--- config.mk ---
export PLATFORM = sky130hd
export DESIGN_NAME = one_bit_alu_slice
export DESIGN_NICKNAME = d
export VERILOG_FILES = /design/src/rtl/one_bit_alu_slice_pkg.sv /design/src/rtl/one_bit_alu_slice_core.sv /design/src/rtl/one_bit_alu_slice.sv
export SDC_FILE = /design/constraint.sdc
export NUM_CORES = 1
export LEC_CHECK = 0
export BUFFER_PORTS_ARGS = -buffer_cell sky130_fd_sc_hd__buf_2
export CORE_AREA = 10 10 47 49
export CTS_CLUSTER_SIZE = 16
export DETAILED_ROUTE_END_ITERATION = 12
export DIE_AREA = 0 0 57 59
export MAX_ROUTING_LAYER = met4
export SLEW_MARGIN = 20
export SYNTH_ARGS = -nofsm -noshare
export SYNTH_HDL_FRONTEND = slang
export SYNTH_SLANG_ARGS = --single-unit
--- constraint.sdc ---
create_clock -name clk -period 1.5 [get_ports clk]
set_clock_uncertainty 0.05 [all_clocks]
set_input_delay 0.375 -clock clk [delete_from_list [all_inputs] [get_ports clk]]
set_output_delay 0.375 -clock clk [all_outputs]
set_load 0.02 [all_outputs]
--- src/rtl/one_bit_alu_slice_pkg.sv ---
// Shared encodings for the one-bit ALU slice: op field values, control-bit
// positions and the named 4-bit control codes used by the ripple ALU.
package one_bit_alu_pkg;

  localparam logic [1:0] OP_AND  = 2'b00;
  localparam logic [1:0] OP_OR   = 2'b01;
  localparam logic [1:0] OP_ADD  = 2'b10;
  localparam logic [1:0] OP_LESS = 2'b11;

  localparam int CON_AINV = 3;
  localparam int CON_BINV = 2;

  localparam logic [3:0] ALU_AND  = 4'd0;
  localparam logic [3:0] ALU_OR   = 4'd1;
  localparam logic [3:0] ALU_ADD  = 4'd2;
  localparam logic [3:0] ALU_SLT  = 4'd3;
  localparam logic [3:0] ALU_SUB  = 4'd6;
  localparam logic [3:0] ALU_RSUB = 4'd10;
  localparam logic [3:0] ALU_NOR  = 4'd12;
  localparam logic [3:0] ALU_NAND = 4'd13;

  // Bundle of the four values the slice registers each valid cycle.
  typedef struct packed {
    logic result;
    logic set;
    logic carryout;
    logic overflow;
  } alu_out_t;

endpackage

--- src/rtl/one_bit_alu_slice_core.sv ---
// Combinational heart of the slice: operand inversion, full adder and op mux.
// No clock or reset; the top level registers everything this produces.
module one_bit_alu_core
  import one_bit_alu_pkg::*;
(
  input  logic       a,
  input  logic       b,
  input  logic       carryin,
  input  logic       less,
  input  logic [3:0] con,
  output logic       result,
  output logic       set,
  output logic       carryout,
  output logic       overflow
);

  logic a_inv;
  logic b_inv;

  assign a_inv = a ^ con[CON_AINV];
  assign b_inv = b ^ con[CON_BINV];

  // The adder runs for every op so the MSB slice always has set/overflow ready.
  assign set      = a_inv ^ b_inv ^ carryin;
  assign carryout = (a_inv & b_inv) | (a_inv & carryin) | (b_inv & carryin);
  assign overflow = carryin ^ carryout;

  always_comb begin
    result = 1'b0;
    case (con[1:0])
      OP_AND:  result = a_inv & b_inv;
      OP_OR:   result = a_inv | b_inv;
      OP_ADD:  result = set;
      OP_LESS: result = less;
      default: result = 1'b0;
    endcase
  end

endmodule

--- src/rtl/one_bit_alu_slice.sv ---
// Registered one-bit ALU slice with a valid qualifier and one cycle of latency.
// Define ONE_BIT_ALU_SLICE_STICKY_OVF_EN to add a clearable sticky overflow flag.
module one_bit_alu_slice
  import one_bit_alu_pkg::*;
(
  input  logic       clk,
  input  logic       rst_n,
  input  logic       in_valid,
  input  logic       a,
  input  logic       b,
  input  logic       carryin,
  input  logic       less,
  input  logic [3:0] con,
`ifdef ONE_BIT_ALU_SLICE_STICKY_OVF_EN
  input  logic       sticky_clr,
  output logic       sticky_ovf,
`endif
  output logic       out_valid,
  output logic       result,
  output logic       set,
  output logic       carryout,
  output logic       overflow
);

  alu_out_t core_out;
  alu_out_t out_q;

  one_bit_alu_core u_core (
    .a        (a),
    .b        (b),
    .carryin  (carryin),
    .less     (less),
    .con      (con),
    .result   (core_out.result),
    .set      (core_out.set),
    .carryout (core_out.carryout),
    .overflow (core_out.overflow)
  );

  // Data only moves on valid cycles, so garbage on idle inputs never reaches the outputs.
  always_ff @(posedge clk or negedge rst_n) begin
    if (!rst_n) begin
      out_q     <= '0;
      out_valid <= 1'b0;
    end else begin
      out_valid <= in_valid;
      if (in_valid) out_q <= core_out;
    end
  end

  assign result   = out_q.result;
  assign set      = out_q.set;
  assign carryout = out_q.carryout;
  assign overflow = out_q.overflow;

`ifdef ONE_BIT_ALU_SLICE_STICKY_OVF_EN
  // Clear wins over a same-cycle overflow so software never loses a fresh clear.
  always_ff @(posedge clk or negedge rst_n) begin
    if (!rst_n)                                sticky_ovf <= 1'b0;
    else if (sticky_clr)                       sticky_ovf <= 1'b0;
    else if (in_valid && core_out.overflow)    sticky_ovf <= 1'b1;
  end
`endif

endmodule

==> flow_summary_export.csv, run 1 <==
group,metric,value,unit
detailed_routing,detail_route.wl_per_cell,10.8,um
detailed_routing,first_pass_iters,4,
synthesis,ys_types,17,
floorplan,die_w,57,um
clock_network,clkSlewWorstSetupHoldPaths,0.04,ns
detailed_routing,drt_iter0_drc,3,
power_and_ir_drop,vdd.ir_drop.worst,0.613,mV
worst_hold_path,hp-class,"in2reg",
layout,mostFrequentLayoutCells,"buf_2, dfrtp_1, inv_1",
global_routing,grt_pass1_wl,1.24,mm
power_and_ir_drop,p_total,494,uW
place,hpwl,628,um
floorplan,rows,14,
timing,worst_pin_slew,0.218,ns
timing,maxSlewViolCount,0,
clock_network,h-tree-depth,1,
layout,layout.nets,64,
synthesis,netlist_instances,28,
worst_setup_path,crit_type,"in2reg",
layout,area_growth,54.8,%
layout,antenna_cells,0,
timing,tns,0,ns
synthesis,yosysTopAreaCell,"dfrtp_1",
synthesis,avgSynthCellArea,11.1,um2
timing,rsz0062_at_grt,"false",
global_routing,grtUsageTotal,4.99,%
timing,fin_crit,1.44,ns
timing,hold_viol,0,
worst_setup_path,cp-end-kind,"register",
detailed_routing,vias_per_cell,3.98,
synthesis,synth_area_leaders,"dfrtp_1, ha_1, fa_1, mux2i_1, inv_1",
layout,layout_commonest_cell,"buf_2",
place,gp_congestion,0.637,
timing,max_freq,694,MHz
synthesis,syn_nets,42,
clock_network,cts_setup_buffers,0,
clock_network,clk_path_buf_depth,2,
layout,fill_cells,160,
timing,slew-limit-headroom,85.4,%
worst_setup_path,cp_max_fo,2,
place,dp_cells,60,
detailed_routing,drc,0,
timing,fin_crit_sh,96.0,%
job,drv_cap,0,
timing,setup_violations,0,
layout,drive_gt1_share,51.0,%
synthesis,yosysWarnings,0,
synthesis,ys_ff_latch,5,
global_routing,grt_max_degree,8,
global_routing,grt_pass1_vias,303,
layout,finalNonFillerCells,65,
synthesis,synth_seq_area_share,40.3,%
clock_network,cts_tree,"yes",
place,portBuffers,15,
clock_network,cts_made_buffers,3,
clock_network,insertion_delay,0.24,ns
worst_setup_path,required,1.58,ns
floorplan,die-area,3360,um2
global_routing,antenna_found_initial,0,
power_and_ir_drop,leakagePower,0.000250,uW
floorplan,start_util,22.1,%
worst_setup_path,start_kind,"input port",
detailed_routing,vias,259,
clock_network,cts.sinks,5,
floorplan,core,1400,um2
worst_setup_path,cp.arrival,1.52,ns
global_routing,overflow,0,
place,place_ws,-0.310,ns
detailed_routing,postRouteWirelength,702,um
outcome,outcome,"finished clean",
floorplan,die_h,59,um
place,place_area,428,um2
synthesis,syn-cell-area,310,um2
power_and_ir_drop,power_per_cell_area,1030,nW/um2
clock_network,cts_root_buf,"clkbuf_4",
floorplan,ios,16,
synthesis,synth_top_area_share,40.3,%
detailed_routing,postRouteAntennaNets,0,
layout,fin_area,480,um2
timing,setup_ws,0.0593,ns
[worst paths after layout]
path	from	end	slack, ns	cells past startpoint
setup / recovery	b	result$_DFFE_PN0P_	0.06	6
hold / removal	in_valid	out_valid$_DFF_PN0_	0.29	1
setup reg to reg	result$_DFFE_PN0P_	result$_DFFE_PN0P_	0.59	2
hold reg to reg	overflow$_DFFE_PN0P_	overflow$_DFFE_PN0P_	0.45	1
max in group asynchronous	rst_n	overflow$_DFFE_PN0P_	0.86	2
min in group asynchronous	rst_n	out_valid$_DFF_PN0_	0.41	2
[registers in the layout (all words and copies together), names as in the netlist]
name / count
set: 1
out_valid: 1
result: 1
overflow: 1
carryout: 1
[layer usage]
layer  part of all wire (%)  routed length, um  track usage (%)  vias to the layer above
li1                       -                  -                -                      127
met4                    2.0                 14             2.01                        0
met3                    8.0                 56             4.08                        2
met1                     32                227             4.20                      121
met2                     57                403             8.06                        9
met5                      0                  0                -                        -
[cell type report]
type / instances / area, um2 / area share [%]
Sequential cell: 5 / 125 / 26.0
Timing Repair Buffer: 18 / 109 / 22.7
Clock buffer: 4 / 26.3 / 5.47
Inverter: 5 / 18.8 / 3.91
Tap cell: 16 / 20.0 / 4.17
Multi-Input combinational cell: 17 / 181 / 37.8
[repair_timing]
action,4_1_cts,5_1_grt
endpoints found under the setup margin,2,2
resized for setup,0,4
endpoints found under the hold margin,5,0
hold buffers,1,0
pin swaps,1,0
[per-stage QoR]
stage               hold slack, ns  utilization, %
finish                       0.291            34.3
global route                 0.283            34.3
CTS                          0.285            33.1
detailed placement           0.147            30.5
global placement             0.144            30.5
floorplan                   0.0294               -
[kinds of logic after synthesis]
group	after synthesis	synth area share, %
and+or+nand+nor	5	10.5
xor gates and xnor gates	3	8.47
AOI/OAI and AO/OA	3	6.45
buffers and inverters	6	9.68
muxes	3	10.1
DFF	5	40.3
adders and majority gates	3	14.5
[cells in the mapped netlist, drive strengths merged]
| cell type | n |
|---|---|
| mux2 | 1 |
| ha | 2 |
| dfrtp | 5 |
| fa | 1 |
| xnor2 | 2 |
| buf | 1 |
| o21ai | 1 |
| nand2 | 1 |
| a21oi | 1 |
| or2b | 1 |
| inv | 5 |
| nor2b | 1 |
| mux2i | 2 |
| xor2 | 1 |
| nand2b | 2 |
| a311o | 1 |
[report_power, final]
part / leakage, uW / switching (uW) / internal (uW) / total, uW
Combinational: 0.000176 / 87.5 / 79.8 / 167
Sequential: 0.0000590 / 9.55 / 160 / 170
Clock: 0.0000150 / 56.3 / 101 / 157
Total: 0.000250 / 153 / 340 / 494
[critical path: stages]
cell     delay (ns)
buf_6          0.10
xor2_4         0.16
inv_2          0.06
fa_1           0.50
o21ai_1        0.06
a311o_1        0.25
Note: power is estimated with default switching activity, not from simulation.
==> run 2, diff against run 1 <==
--- a/config.mk
+++ b/config.mk
@@ -6,11 +6,14 @@
 export NUM_CORES = 1
 export LEC_CHECK = 0
 export BUFFER_PORTS_ARGS = -buffer_cell sky130_fd_sc_hd__buf_2
+export CELL_PAD_IN_SITES_DETAIL_PLACEMENT = 1
+export CELL_PAD_IN_SITES_GLOBAL_PLACEMENT = 2
 export CORE_AREA = 10 10 47 49
 export CTS_CLUSTER_SIZE = 16
 export DETAILED_ROUTE_END_ITERATION = 12
 export DIE_AREA = 0 0 57 59
 export MAX_ROUTING_LAYER = met4
+export PLACE_DENSITY_LB_ADDON = 0.1
 export SLEW_MARGIN = 20
 export SYNTH_ARGS = -nofsm -noshare
 export SYNTH_HDL_FRONTEND = slang
==> flow_summary_export.csv, run 2 (synthesis results as in run 1) <==
group,metric,value,unit
outcome,outcome,"finished clean",
layout,fin_util,34.4,%
worst_setup_path,ff2ff_path_depth,2,
clock_network,clkSlewWorstSetupHoldPaths,0.04,ns
global_routing,grt_pass1_wl,1.32,mm
detailed_routing,vias_per_cell,4.11,
detailed_routing,vias,271,
power_and_ir_drop,power_per_cell_area,1020,nW/um2
detailed_routing,postRouteAntennaNets,0,
floorplan,ios,16,
worst_hold_path,min-delay-start,"in_valid",
timing,tns,0,ns
detailed_routing,drc,0,
worst_hold_path,hold_path_end,"out_valid$_DFF_PN0_",
worst_setup_path,timing.rr.start,"result$_DFFE_PN0P_",
timing,hold_viol,0,
clock_network,cts_tree,"yes",
floorplan,die_w,57,um
worst_setup_path,start_kind,"input port",
clock_network,h-tree-depth,1,
timing,fin_crit_sh,97.6,%
timing,setup_ws,0.0353,ns
clock_network,insertion_delay,0.24,ns
worst_setup_path,rr_endpoint,"result$_DFFE_PN0P_",
worst_setup_path,reg2reg_slack,0.58,ns
timing,rsz0062_at_grt,"false",
worst_hold_path,worstHoldPathCells,1,
worst_setup_path,cp_max_fo,2,
layout,fill_cells,180,
worst_hold_path,hp-class,"in2reg",
layout,mostFrequentLayoutCells,"buf_2, dfrtp_1, inv_1, buf_4, clkbuf_4",
timing,setup_violations,0,
layout,area_growth,55.2,%
layout,layout_commonest_cell,"buf_2",
detailed_routing,drt_iter0_drc,1,
global_routing,overflow,0,
worst_setup_path,cp-end-kind,"register",
timing,slew-limit-headroom,85.5,%
global_routing,antenna_found_initial,0,
timing,fin_crit,1.46,ns
detailed_routing,postRouteWirelength,787,um
global_routing,grt_max_degree,8,
layout,seq_area,125,um2
timing,worst_pin_slew,0.217,ns
layout,layout.nets,65,
place,portBuffers,15,
floorplan,die_h,59,um
floorplan,die-area,3360,um2
clock_network,cts_made_buffers,3,
place,place_area,428,um2
place,gp_congestion,0.606,
clock_network,cts_root_buf,"clkbuf_4",
job,drv_cap,0,
floorplan,start_util,22.1,%
layout,drive_gt1_share,52.0,%
global_routing,grtUsageTotal,5.32,%
layout,multi_input_area,181,um2
floorplan,core,1400,um2
detailed_routing,first_pass_iters,2,
floorplan,rows,14,
detailed_routing,detail_route.wl_per_cell,11.9,um
timing,maxSlewViolCount,0,
timing,hold_slack,0.303,ns
place,place_ws,-0.295,ns
timing,max_freq,683,MHz
layout,fin_area,482,um2
clock_network,clk_path_buf_depth,2,
global_routing,grt_pass1_vias,324,
worst_setup_path,required,1.57,ns
worst_setup_path,crit_type,"in2reg",
layout,antenna_cells,0,
clock_network,cts.sinks,5,
power_and_ir_drop,vdd.ir_drop.worst,0.381,mV
power_and_ir_drop,leakagePower,0.000253,uW
worst_setup_path,cp.arrival,1.53,ns
-- run 2: through the flow --
| step | power (uW) | instances |
|---|---|---|
| finish | 492 | 66 |
| floorplan | 270 | 28 |
| detailed placement | 335 | 60 |
| CTS | 501 | 65 |
| global route | 532 | 66 |
| global placement | 329 | 60 |
-- run 2: cell type report --
| cell class | instances | area share [%] |
|---|---|---|
| Tap cell | 16 | 4.16 |
| Sequential cell | 5 | 26.0 |
| Inverter | 5 | 3.90 |
| Multi-Input combinational cell | 17 | 37.7 |
| Timing Repair Buffer | 19 | 22.9 |
| Clock buffer | 4 | 5.45 |
-- run 2: worst max-delay path, cell delays in order --
cell and delay, ns:
buf_4 0.13, xor2_4 0.16, inv_2 0.05, fa_1 0.50
o21ai_1 0.06, a311o_1 0.25
-- run 2: report_power, final --
part	internal [uW]	switching, uW	total (uW)
Combinational	76.2	89.0	165
Sequential	160	10.9	171
Clock	101	55.1	156
Total	337	155	492
-- run 2: timing repair --
action	in CTS	in global routing
hold buffers	1	0
endpoints found under the setup margin	2	1
pin swaps	1	1
resized for setup	0	2
endpoints found under the hold margin	5	0
buffers inserted	0	1
-- run 2: routing by layer --
metal / share of wire [%] / vias up / GRT usage, %
met3: 8.5 / 2 / 3.00
met2: 51 / 11 / 8.99
met4: 2.8 / 0 / 4.03
met5: 0 / - / -
li1: - / 132 / -
met1: 37 / 126 / 4.23
-- run 2: how the worst max path moves through the flow --
stage                     startpoint                  to  slack, ns  depth (start not counted)
after floorplan                    b  result$_DFFE_PN0P_      -0.10                          5
after global placement             b  result$_DFFE_PN0P_      -0.28                          6
after detailed placement           b  result$_DFFE_PN0P_      -0.30                          6
after CTS                          b  result$_DFFE_PN0P_       0.03                          6
after global routing          con[2]  result$_DFFE_PN0P_      0.005                          6
final                         con[2]  result$_DFFE_PN0P_       0.04                          6
==> run 3, diff against run 2 <==
--- a/config.mk
+++ b/config.mk
@@ -9,12 +9,14 @@
 export CELL_PAD_IN_SITES_DETAIL_PLACEMENT = 1
 export CELL_PAD_IN_SITES_GLOBAL_PLACEMENT = 2
 export CORE_AREA = 10 10 47 49
+export CTS_BUF_LIST = sky130_fd_sc_hd__clkbuf_8 sky130_fd_sc_hd__clkbuf_16
 export CTS_CLUSTER_SIZE = 16
 export DETAILED_ROUTE_END_ITERATION = 12
 export DIE_AREA = 0 0 57 59
 export MAX_ROUTING_LAYER = met4
-export PLACE_DENSITY_LB_ADDON = 0.1
+export PLACE_DENSITY = 0.74
 export SLEW_MARGIN = 20
 export SYNTH_ARGS = -nofsm -noshare
 export SYNTH_HDL_FRONTEND = slang
 export SYNTH_SLANG_ARGS = --single-unit
+export TNS_END_PERCENT = 1
==> flow_summary_export.csv, run 3 (synthesis results as in run 1) <==
group,metric,value,unit
place,gp_congestion,0.639,
worst_setup_path,slowest_delay,0.50,ns
clock_network,h-tree-depth,1,
clock_network,clkSlewWorstSetupHoldPaths,0.04,ns
place,hpwl,623,um
timing,rsz0062_at_grt,"true",
worst_setup_path,critPathSlowestCell,"fa_1",
timing,slew-limit-headroom,85.9,%
power_and_ir_drop,leakagePower,0.000273,uW
global_routing,grt_pass1_wl,1.28,mm
job,drv_cap,0,
worst_setup_path,crit_type,"in2reg",
worst_setup_path,reg2reg_slack,0.58,ns
worst_hold_path,min-delay-start,"in_valid",
timing,fin_crit_sh,98.4,%
timing,maxSlewViolCount,0,
floorplan,die-area,3360,um2
timing,worst_pin_slew,0.211,ns
timing,fin_crit,1.48,ns
global_routing,antenna_found_initial,0,
layout,seq_area,125,um2
floorplan,ios,16,
layout,fill_cells,173,
layout,multi_input_area,181,um2
worst_setup_path,cp.arrival,1.52,ns
power_and_ir_drop,power_per_cell_area,1130,nW/um2
worst_setup_path,required,1.55,ns
worst_setup_path,timing.rr.start,"result$_DFFE_PN0P_",
detailed_routing,drt_iter0_drc,4,
detailed_routing,first_pass_iters,2,
clock_network,cts.sinks,5,
worst_setup_path,cp-startpoint,"con[2]",
layout,finalNonFillerCells,67,
clock_network,cts_tree,"yes",
place,place_ws,-0.302,ns
power_and_ir_drop,vdd.ir_drop.worst,0.545,mV
global_routing,overflow,0,
clock_network,cts_made_buffers,3,
floorplan,rows,14,
global_routing,grt_pass1_vias,310,
floorplan,start_util,22.1,%
place,portBuffers,15,
clock_network,clk_path_buf_depth,2,
detailed_routing,vias_per_cell,4.01,
floorplan,die_w,57,um
outcome,outcome,"finished clean",
layout,mostFrequentLayoutCells,"buf_2, inv_1, dfrtp_1, buf_4, clkbuf_8",
layout,drive_gt1_share,52.9,%
layout,area_growth,66.9,%
clock_network,cts_root_buf,"clkbuf_8",
layout,layout.nets,66,
floorplan,die_h,59,um
timing,max_freq,677,MHz
worst_setup_path,start_kind,"input port",
floorplan,core,1400,um2
detailed_routing,postRouteWirelength,716,um
worst_setup_path,cp-end-kind,"register",
place,place_area,428,um2
detailed_routing,postRouteAntennaNets,0,
detailed_routing,vias,269,
clock_network,insertion_delay,0.22,ns
detailed_routing,detail_route.wl_per_cell,10.7,um
place,dp_cells,60,
timing,setup_ws,0.0238,ns
timing,setup_violations,0,
layout,antenna_cells,0,
worst_setup_path,cp_cell_sequence,"buf_8, xor2_4, inv_2, fa_1, o21ai_1, a311o_1",
layout,fin_area,518,um2
timing,hold_viol,0,
worst_hold_path,hp-class,"in2reg",
detailed_routing,drc,0,
global_routing,grtUsageTotal,5.32,%
layout,layout_commonest_cell,"buf_2",
global_routing,grt_max_degree,8,
worst_setup_path,cp_max_fo,2,
run 3: changes by cell type in the layout (fill, tap and decap cells not counted):
cell,change
buf_8,+1
buf_2,-1
inv_1,+1
clkbuf_1,-1
clkbuf_8,+3
buf_4,+1
clkbuf_4,-3
run 3: worst max-delay path: cells and delay by family:
family | cells | cell delay (ns)
AOI/OAI and AO/OA | 2 | 0.32
xor gates and xnor gates | 1 | 0.17
adders and majority gates | 1 | 0.50
buffers and inverters | 2 | 0.16
run 3: per-stage QoR:
step                setup TNS, ns  hold WS (ns)  util (%)  power, uW
detailed placement         -0.767         0.148      30.5        337
floorplan                  -0.175        0.0294         -        270
finish                          0         0.322      37.0        588
global placement           -0.730         0.143      30.5        334
global route              -0.0297         0.319      37.0        627
CTS                             0         0.318      35.7        597
run 3: final timing paths:
check,to,depth (start not counted)
max reg2reg,result$_DFFE_PN0P_,2
min,out_valid$_DFF_PN0_,1
min reg2reg,overflow$_DFFE_PN0P_,1
max in group asynchronous,set$_DFFE_PN0P_,2
min in group asynchronous,overflow$_DFFE_PN0P_,2
max,result$_DFFE_PN0P_,6
run 3: final cells by class:
type                            instances  area share (%)
Tap cell                               16            3.86
Sequential cell                         5            24.2
Timing Repair Buffer                   20            24.6
Multi-Input combinational cell         17            35.0
Clock buffer                            3            7.97
Inverter                                5            3.62
Clock inverter                          1           0.725
run 3: power breakdown:
part / total (uW) / internal (uW) / leakage (uW) / switching (uW)
Clock: 242 / 175 / 0.0000269 / 66.3
Sequential: 170 / 160 / 0.0000590 / 9.96
Combinational: 176 / 87.1 / 0.000187 / 88.6
Total: 588 / 423 / 0.000273 / 165
run 3: what timing repair did:
action                                 in CTS  in global routing
setup endpoints to repair                   2                  3
pin swaps                                   2                  0
hold buffers                                1                  0
endpoints found under the hold margin       5                  0
gates resized for setup                     1                  4
buffers inserted                            2                  0
run 3: routing by layer:
layer  up-vias  track usage (%)  routed length (um)
met3         4             2.15                  31
met2        13             7.75                 363
met4         0             7.05                  40
met5         -                -                   0
li1        131                -                   -
met1       121             4.59                 280
